**src/rtl/seg7_pkg.sv**
```systemverilog
// ============================================================================
//  Module   : seg7_pkg
//  Purpose  : Seven-segment constants and mode encoding for the BCD tracker.
//  Revision : 1.0  initial release
// ============================================================================
`default_nettype none

package seg7_pkg;

    // Active-low patterns, bit0..6 = segments a..g, bit7 = dp (kept dark)
    localparam logic [7:0] SEG_BLANK = 8'hFF;
    localparam logic [7:0] SEG_DIGIT [10] = '{
        8'hC0, 8'hF9, 8'hA4, 8'hB0, 8'h99,
        8'h92, 8'h82, 8'hF8, 8'h80, 8'h90
    };

    typedef enum logic {
        MODE_MAX = 1'b0,
        MODE_MIN = 1'b1
    } mode_e;

endpackage : seg7_pkg

`default_nettype wire

```
**src/rtl/bcd_seg8.sv**
```systemverilog
// ============================================================================
//  Module   : bcd_seg8
//  Purpose  : One BCD digit to 8-bit active-low segment pattern; non-BCD blanks.
//  Revision : 1.0  initial release
// ============================================================================
`default_nettype none

module bcd_seg8
    import seg7_pkg::*;
(
    input  logic [3:0] bcd,
    output logic [7:0] seg
);

    always_comb begin
        seg = SEG_BLANK;
        case (bcd)
            4'd0:    seg = SEG_DIGIT[0];
            4'd1:    seg = SEG_DIGIT[1];
            4'd2:    seg = SEG_DIGIT[2];
            4'd3:    seg = SEG_DIGIT[3];
            4'd4:    seg = SEG_DIGIT[4];
            4'd5:    seg = SEG_DIGIT[5];
            4'd6:    seg = SEG_DIGIT[6];
            4'd7:    seg = SEG_DIGIT[7];
            4'd8:    seg = SEG_DIGIT[8];
            4'd9:    seg = SEG_DIGIT[9];
            default: seg = SEG_BLANK;
        endcase
    end

endmodule : bcd_seg8

`default_nettype wire

```
**src/rtl/bcd_minmax_tracker.sv**
```systemverilog
// ============================================================================
//  Module   : bcd_minmax_tracker
//  Purpose  : Registered BCD min/max comparator with running extreme, debounced
//             mode button and four seven-segment displays.
//  Revision : 1.0  initial release
// ============================================================================
`default_nettype none

module bcd_minmax_tracker
    import seg7_pkg::*;
#(
    parameter int DIGITS     = 1,
    parameter int DEB_CYCLES = 4
) (
    input  logic                  clk,
    input  logic                  rst_n,
    input  logic [4*DIGITS-1:0]   a,
    input  logic [4*DIGITS-1:0]   b,
    input  logic                  sample,
    input  logic                  clr,
    input  logic                  btn_n,
    output logic [8*DIGITS-1:0]   seg_a,
    output logic [8*DIGITS-1:0]   seg_b,
    output logic [8*DIGITS-1:0]   seg_r,
    output logic [8*DIGITS-1:0]   seg_x,
    output logic                  mode,
    output logic                  ext_valid,
    output logic                  err
);

    localparam int W     = 4 * DIGITS;
    localparam int CNT_W = $clog2(DEB_CYCLES + 1);

    // Packed BCD orders like unsigned binary; ties select the first operand.
    function automatic logic [W-1:0] pick(input mode_e m, input logic [W-1:0] x,
                                          input logic [W-1:0] y);
        if (m == MODE_MAX) return (x >= y) ? x : y;
        else               return (x <= y) ? x : y;
    endfunction

    logic             sync1_q, sync1_d;
    logic             sync2_q, sync2_d;
    logic             deb_q, deb_d;
    logic [CNT_W-1:0] cnt_q, cnt_d;
    logic             toggle_q, toggle_d;
    logic             armed_q, armed_d;
    logic [W-1:0]     a_q, a_d;
    logic [W-1:0]     b_q, b_d;
    logic [W-1:0]     ext_q, ext_d;
    mode_e            mode_q, mode_d;
    logic             ext_valid_q, ext_valid_d;
    logic             err_q, err_d;

    logic             in_ok;
    logic [W-1:0]     pair_in;
    logic [W-1:0]     pair_q;
    logic [8*DIGITS-1:0] seg_x_raw;

    // Syncs reset to the "pressed" level and presses only count once the
    // released level has been seen, so a button held through reset is ignored.
    always_comb begin
        sync1_d  = btn_n;
        sync2_d  = sync1_q;
        armed_d  = armed_q | sync2_q;
        deb_d    = deb_q;
        cnt_d    = '0;
        toggle_d = 1'b0;
        if (sync2_q != deb_q) begin
            if (cnt_q == CNT_W'(DEB_CYCLES - 1)) begin
                deb_d    = sync2_q;
                toggle_d = armed_q & ~sync2_q;
            end else begin
                cnt_d = cnt_q + CNT_W'(1);
            end
        end
    end

    always_comb begin
        in_ok = 1'b1;
        for (int i = 0; i < DIGITS; i++) begin
            if (a[4*i +: 4] > 4'd9 || b[4*i +: 4] > 4'd9) in_ok = 1'b0;
        end
    end

    assign pair_in = pick(mode_q, a, b);
    assign pair_q  = pick(mode_q, a_q, b_q);

    always_comb begin
        a_d         = a_q;
        b_d         = b_q;
        ext_d       = ext_q;
        mode_d      = mode_q;
        ext_valid_d = ext_valid_q;
        err_d       = err_q;
        if (sample && in_ok) begin
            a_d = a;
            b_d = b;
        end
        if (clr) begin
            ext_valid_d = 1'b0;
            err_d       = 1'b0;
        end else if (toggle_q) begin
            mode_d      = (mode_q == MODE_MAX) ? MODE_MIN : MODE_MAX;
            ext_valid_d = 1'b0;
            if (sample && !in_ok) err_d = 1'b1;
        end else if (sample) begin
            if (!in_ok) begin
                err_d = 1'b1;
            end else if (!ext_valid_q) begin
                ext_d       = pair_in;
                ext_valid_d = 1'b1;
            end else begin
                ext_d = pick(mode_q, ext_q, pair_in);
            end
        end
    end

    always_ff @(posedge clk or negedge rst_n) begin
        if (!rst_n) begin
            sync1_q     <= 1'b0;
            sync2_q     <= 1'b0;
            deb_q       <= 1'b1;
            cnt_q       <= '0;
            toggle_q    <= 1'b0;
            armed_q     <= 1'b0;
            a_q         <= '0;
            b_q         <= '0;
            ext_q       <= '0;
            mode_q      <= MODE_MAX;
            ext_valid_q <= 1'b0;
            err_q       <= 1'b0;
        end else begin
            sync1_q     <= sync1_d;
            sync2_q     <= sync2_d;
            deb_q       <= deb_d;
            cnt_q       <= cnt_d;
            toggle_q    <= toggle_d;
            armed_q     <= armed_d;
            a_q         <= a_d;
            b_q         <= b_d;
            ext_q       <= ext_d;
            mode_q      <= mode_d;
            ext_valid_q <= ext_valid_d;
            err_q       <= err_d;
        end
    end

    for (genvar d = 0; d < DIGITS; d++) begin : g_digit
        bcd_seg8 u_seg_a (.bcd(a_q[4*d +: 4]),    .seg(seg_a[8*d +: 8]));
        bcd_seg8 u_seg_b (.bcd(b_q[4*d +: 4]),    .seg(seg_b[8*d +: 8]));
        bcd_seg8 u_seg_r (.bcd(pair_q[4*d +: 4]), .seg(seg_r[8*d +: 8]));
        bcd_seg8 u_seg_x (.bcd(ext_q[4*d +: 4]),  .seg(seg_x_raw[8*d +: 8]));
    end

    assign seg_x     = ext_valid_q ? seg_x_raw : {DIGITS{SEG_BLANK}};
    assign mode      = mode_q;
    assign ext_valid = ext_valid_q;
    assign err       = err_q;

endmodule : bcd_minmax_tracker

`default_nettype wire

```
**config.mk**
```make
export PLATFORM = sky130hd
export DESIGN_NAME = bcd_minmax_tracker
export DESIGN_NICKNAME = d
export VERILOG_FILES = /design/src/rtl/seg7_pkg.sv /design/src/rtl/bcd_seg8.sv /design/src/rtl/bcd_minmax_tracker.sv
export SDC_FILE = /design/constraint.sdc
export NUM_CORES = 1
export LEC_CHECK = 0
export BUFFER_PORTS_ARGS = -buffer_cell sky130_fd_sc_hd__buf_2
export CORE_ASPECT_RATIO = 1.4
export CORE_UTILIZATION = 52
export CTS_CLUSTER_DIAMETER = 120
export DETAILED_ROUTE_END_ITERATION = 10
export PLACE_DENSITY = 0.79
export SETUP_SLACK_MARGIN = 0.05
export SLEW_MARGIN = 40
export SYNTH_ARGS = -nofsm -noshare
export SYNTH_HDL_FRONTEND = slang
export SYNTH_HIERARCHICAL = 1
export SYNTH_SLANG_ARGS = --single-unit
```
**constraint.sdc**
```tcl
create_clock -name clk -period 2.77 [get_ports clk]
set_input_delay 0.4155 -clock clk [delete_from_list [all_inputs] [get_ports clk]]
set_output_delay 0.4155 -clock clk [all_outputs]
set_load 0.02 [all_outputs]
```
==> flow_metrics.tcl <==
set metrics [dict create \
    finalHoldViolations 0 \
    synthDominantCellAreaShare_pct 20.3 \
    place_hpwl_um 5290 \
    finClkSkew_ps 3.30 \
    max-cap-violations 0 \
    track_usage_pct 28.6 \
    n_antenna_cell 0 \
    drive_gt1_share_pct 43.6 \
    drt_iter0_drc 121 \
    ios 48 \
    period_share_pct 116 \
    cts_root_buf "clkbuf_8" \
    nets 471 \
    finalSetupViolCount 11 \
    htree_levels 1 \
    violations "setup timing" \
    synth_fa_ha_area_share_pct 15.2 \
    synth-edff-count 0 \
    wirelength_um 7800 \
    syn_area_per_cell_um2 8.11 \
    grt_start_max_net_pins 24 \
    leakagePower_nw 1.73 \
    synth_cell_types 52 \
    worstPathMaxFanout 5 \
    firstDrtPassIters 4 \
    vias_per_cell 5.67 \
    grt_antenna_before_repair 0 \
    ant_nets 0 \
    synthesis.nets 381 \
    rsz0062_at_grt "yes" \
    worstMarginPinSlew_ps 525 \
    gp_congestion 0.867 \
    rows 30 \
    fin_crit_ps 3210 \
    synth_async_sr_flop_share_pct 100 \
    r2r_cells 11 \
    numCtsBuffers 3 \
    synth_area_leaders "dfrtp_1, ha_1, o21ai_0" \
    n_fill_cell 326 \
    start_kind "register" \
    grt_pass1_vias 2790 \
    wl_per_cell_um 16.0 \
    worst_setup_path_end_kind "primary output" \
    core_area_mm2 0.00495 \
    grt_pass1_wl_um 12500 \
    worst_hold_path_type "in -> async" \
    drc_errors 0 \
    fin_ws_ps -438 \
    finalMaxSlewViolations 0 \
    synth_compound_area_share_pct 20.8 \
    ys_ff_latch 23 \
    clkLatencyLatePin_ps 270 \
    ys.flop_type "dfrtp_1" \
    grt_overflow 0 \
    synth_mux_area_share_pct 5.66 \
    portBuffers 43 \
    finalPower_w 0.00409 \
    cts_buffer_depth 2 \
    clock_sinks 23 \
    netlist_instances 335 \
    synth_top_family_by_area "simple AND/OR/NAND/NOR gates" \
    dr_total_vias 2769 \
    ir_drop_v 0.000672 \
    path_class "reg -> out" \
    synth.largest_area_cell "dfrtp_1" \
    die_w_um 63.1 \
    areaGrowthSynthToFinish_pct 43.9 \
    hold_slack_ps 108 \
    required_ps 2350 \
    synth_xor_area_share_pct 0.645 \
    p_per_area_mw_per_mm2 1050 \
    synth-simple-area-share_pct 26.2 \
    synth_area_mm2 0.00272 \
    die_area_mm2 0.00552 \
    max_slew_margin_pct 65.0 \
    start_util_pct 54.8 \
    yosysWarnings 6 \
    arrival_ps 2790 \
    cts.clk_slew.worst_paths_ps 90 \
    fmax_mhz 312 \
    status "finished, violations left" \
    yosysSeqAreaShare_pct 21.2 \
    fp.dieH_um 87.5 \
    cts_tree "done" \
]
-- per-layer routing --
| layer | vias up | part of all wire, % | global-route usage [%] |
|---|---|---|---|
| met5 | - | 0 | 0 |
| met4 | 0 | 4.1 | 16.9 |
| met3 | 29 | 3.3 | 3.91 |
| met2 | 86 | 57 | 56.9 |
| met1 | 1308 | 36 | 27.6 |
| li1 | 1346 | - | - |
-- final timing paths --
check                           endpoint  startpoint  slack (ps)
worst max-delay path            seg_r[3]      b_q[1]        -440
worst min-delay path            ext_q[3]       rst_n         110
worst max register to register  ext_q[0]        mode          20
worst min register to register   sync2_q     sync1_q         360
max in group asynchronous         b_q[1]       rst_n        2280
min in group clk                 sync1_q       btn_n         260
-- placed cells by master, fill, tap and decap left out, types with 5 or more instances in the layout --
cell type,netlist,final
buf_4,5,57
buf_2,8,31
nand2_1,26,24
o21ai_0,30,24
inv_1,27,20
nand2b_1,22,20
ha_1,33,20
dfrtp_1,22,20
a21oi_1,21,17
nor2_1,19,16
buf_6,6,14
nand3b_1,9,9
ha_4,0,9
nand3_1,9,8
inv_2,2,6
o311a_1,7,6
nand4_1,6,6
nor3_1,5,5
mux2_2,6,5
-- through the flow --
stage / utilization [%] / setup TNS (ps) / cells / area, um2 / worst slack, ps
floorplan: - / -363 / 335 / 2880 / -136
global placement: 69.1 / -1830 / 474 / 3420 / -308
detailed placement: 69.1 / -2350 / 474 / 3420 / -378
CTS: 76.3 / -2710 / 484 / 3780 / -433
global route: 78.9 / -3980 / 488 / 3910 / -565
finish: 78.9 / -2870 / 488 / 3910 / -438
-- cell families (layout without fill, tap and decap cells) --
group / after synthesis / count (layout)
buf+inv: 51 / 139
compound gates: 84 / 84
flops: 23 / 23
mux: 14 / 14
other cells: 4 / 4
xor+xnor: 2 / 2
fa+ha+maj: 33 / 33
simple gates: 124 / 125
-- layout make-up --
cell class	count	area, um2	area share, %
clock buffer	3	41.3	1.06
clock inverter	1	7.51	0.192
inverter	29	131	3.36
multi-input combinational	262	2250	57.5
sequential	23	579	14.8
tap	64	80.1	2.05
timing repair buffer	106	823	21.1
-- where the power goes --
| part | total, W | switching (W) | internal (W) | leakage, nW |
|---|---|---|---|---|
| Clock | 0.000220 | 0.000118 | 0.000102 | 0.0217 |
| Sequential | 0.000556 | 0.000135 | 0.000421 | 0.277 |
| Combinational | 0.00332 | 0.00170 | 0.00162 | 1.43 |
-- synthesized netlist by cell type, types with 2 or more instances --
cell,count
buf_4,5
nand3_1,9
a31oi_1,2
or2_1,4
o21ai_0,30
or2b_1,5
buf_2,8
conb_1,4
buf_6,6
nand3b_1,9
a211o_1,4
nand4_1,6
nor2b_1,5
o21ai_1,2
a21oi_1,21
nand2b_1,22
xnor2_1,2
nor4_1,2
mux2i_1,6
o311a_1,7
a41oi_1,3
ha_1,33
inv_1,27
nor2_1,19
a21oi_2,2
dfrtp_1,22
a2bb2oi_1,4
clkbuf_1,3
inv_2,2
nor3_4,2
mux2_2,6
and3_1,3
nor3_1,5
o21a_1,2
nand2_1,26
-- sequential cells by signal (all words and copies together) (netlist names) --
register / count
a_q: 4
armed_q: 1
b_q: 4
cnt_q: 3
deb_q: 1
err: 1
ext_q: 4
ext_valid: 1
mode: 1
sync1_q: 1
sync2_q: 1
toggle_q: 1
-- repair_timing --
item,CTS,global route
hold buffers,0,0
pin swaps,24,19
gates cloned,2,0
buffers inserted,4,4
gates resized for setup,44,29
setup endpoints to repair,11,11
-- critical path, stage by stage (launching register included) --
cell	delay, ps
dfrtp_2	410
inv_2	70
ha_4	190
nor2b_4	110
o21a_1	170
o21a_4	240
buf_12	130
mux2_4	180
nand4_1	150
ha_2	240
or2_4	240
a21oi_4	190
a31oi_4	50
buf_6	140
No activity file was read; power rests on OpenSTA's default activity.
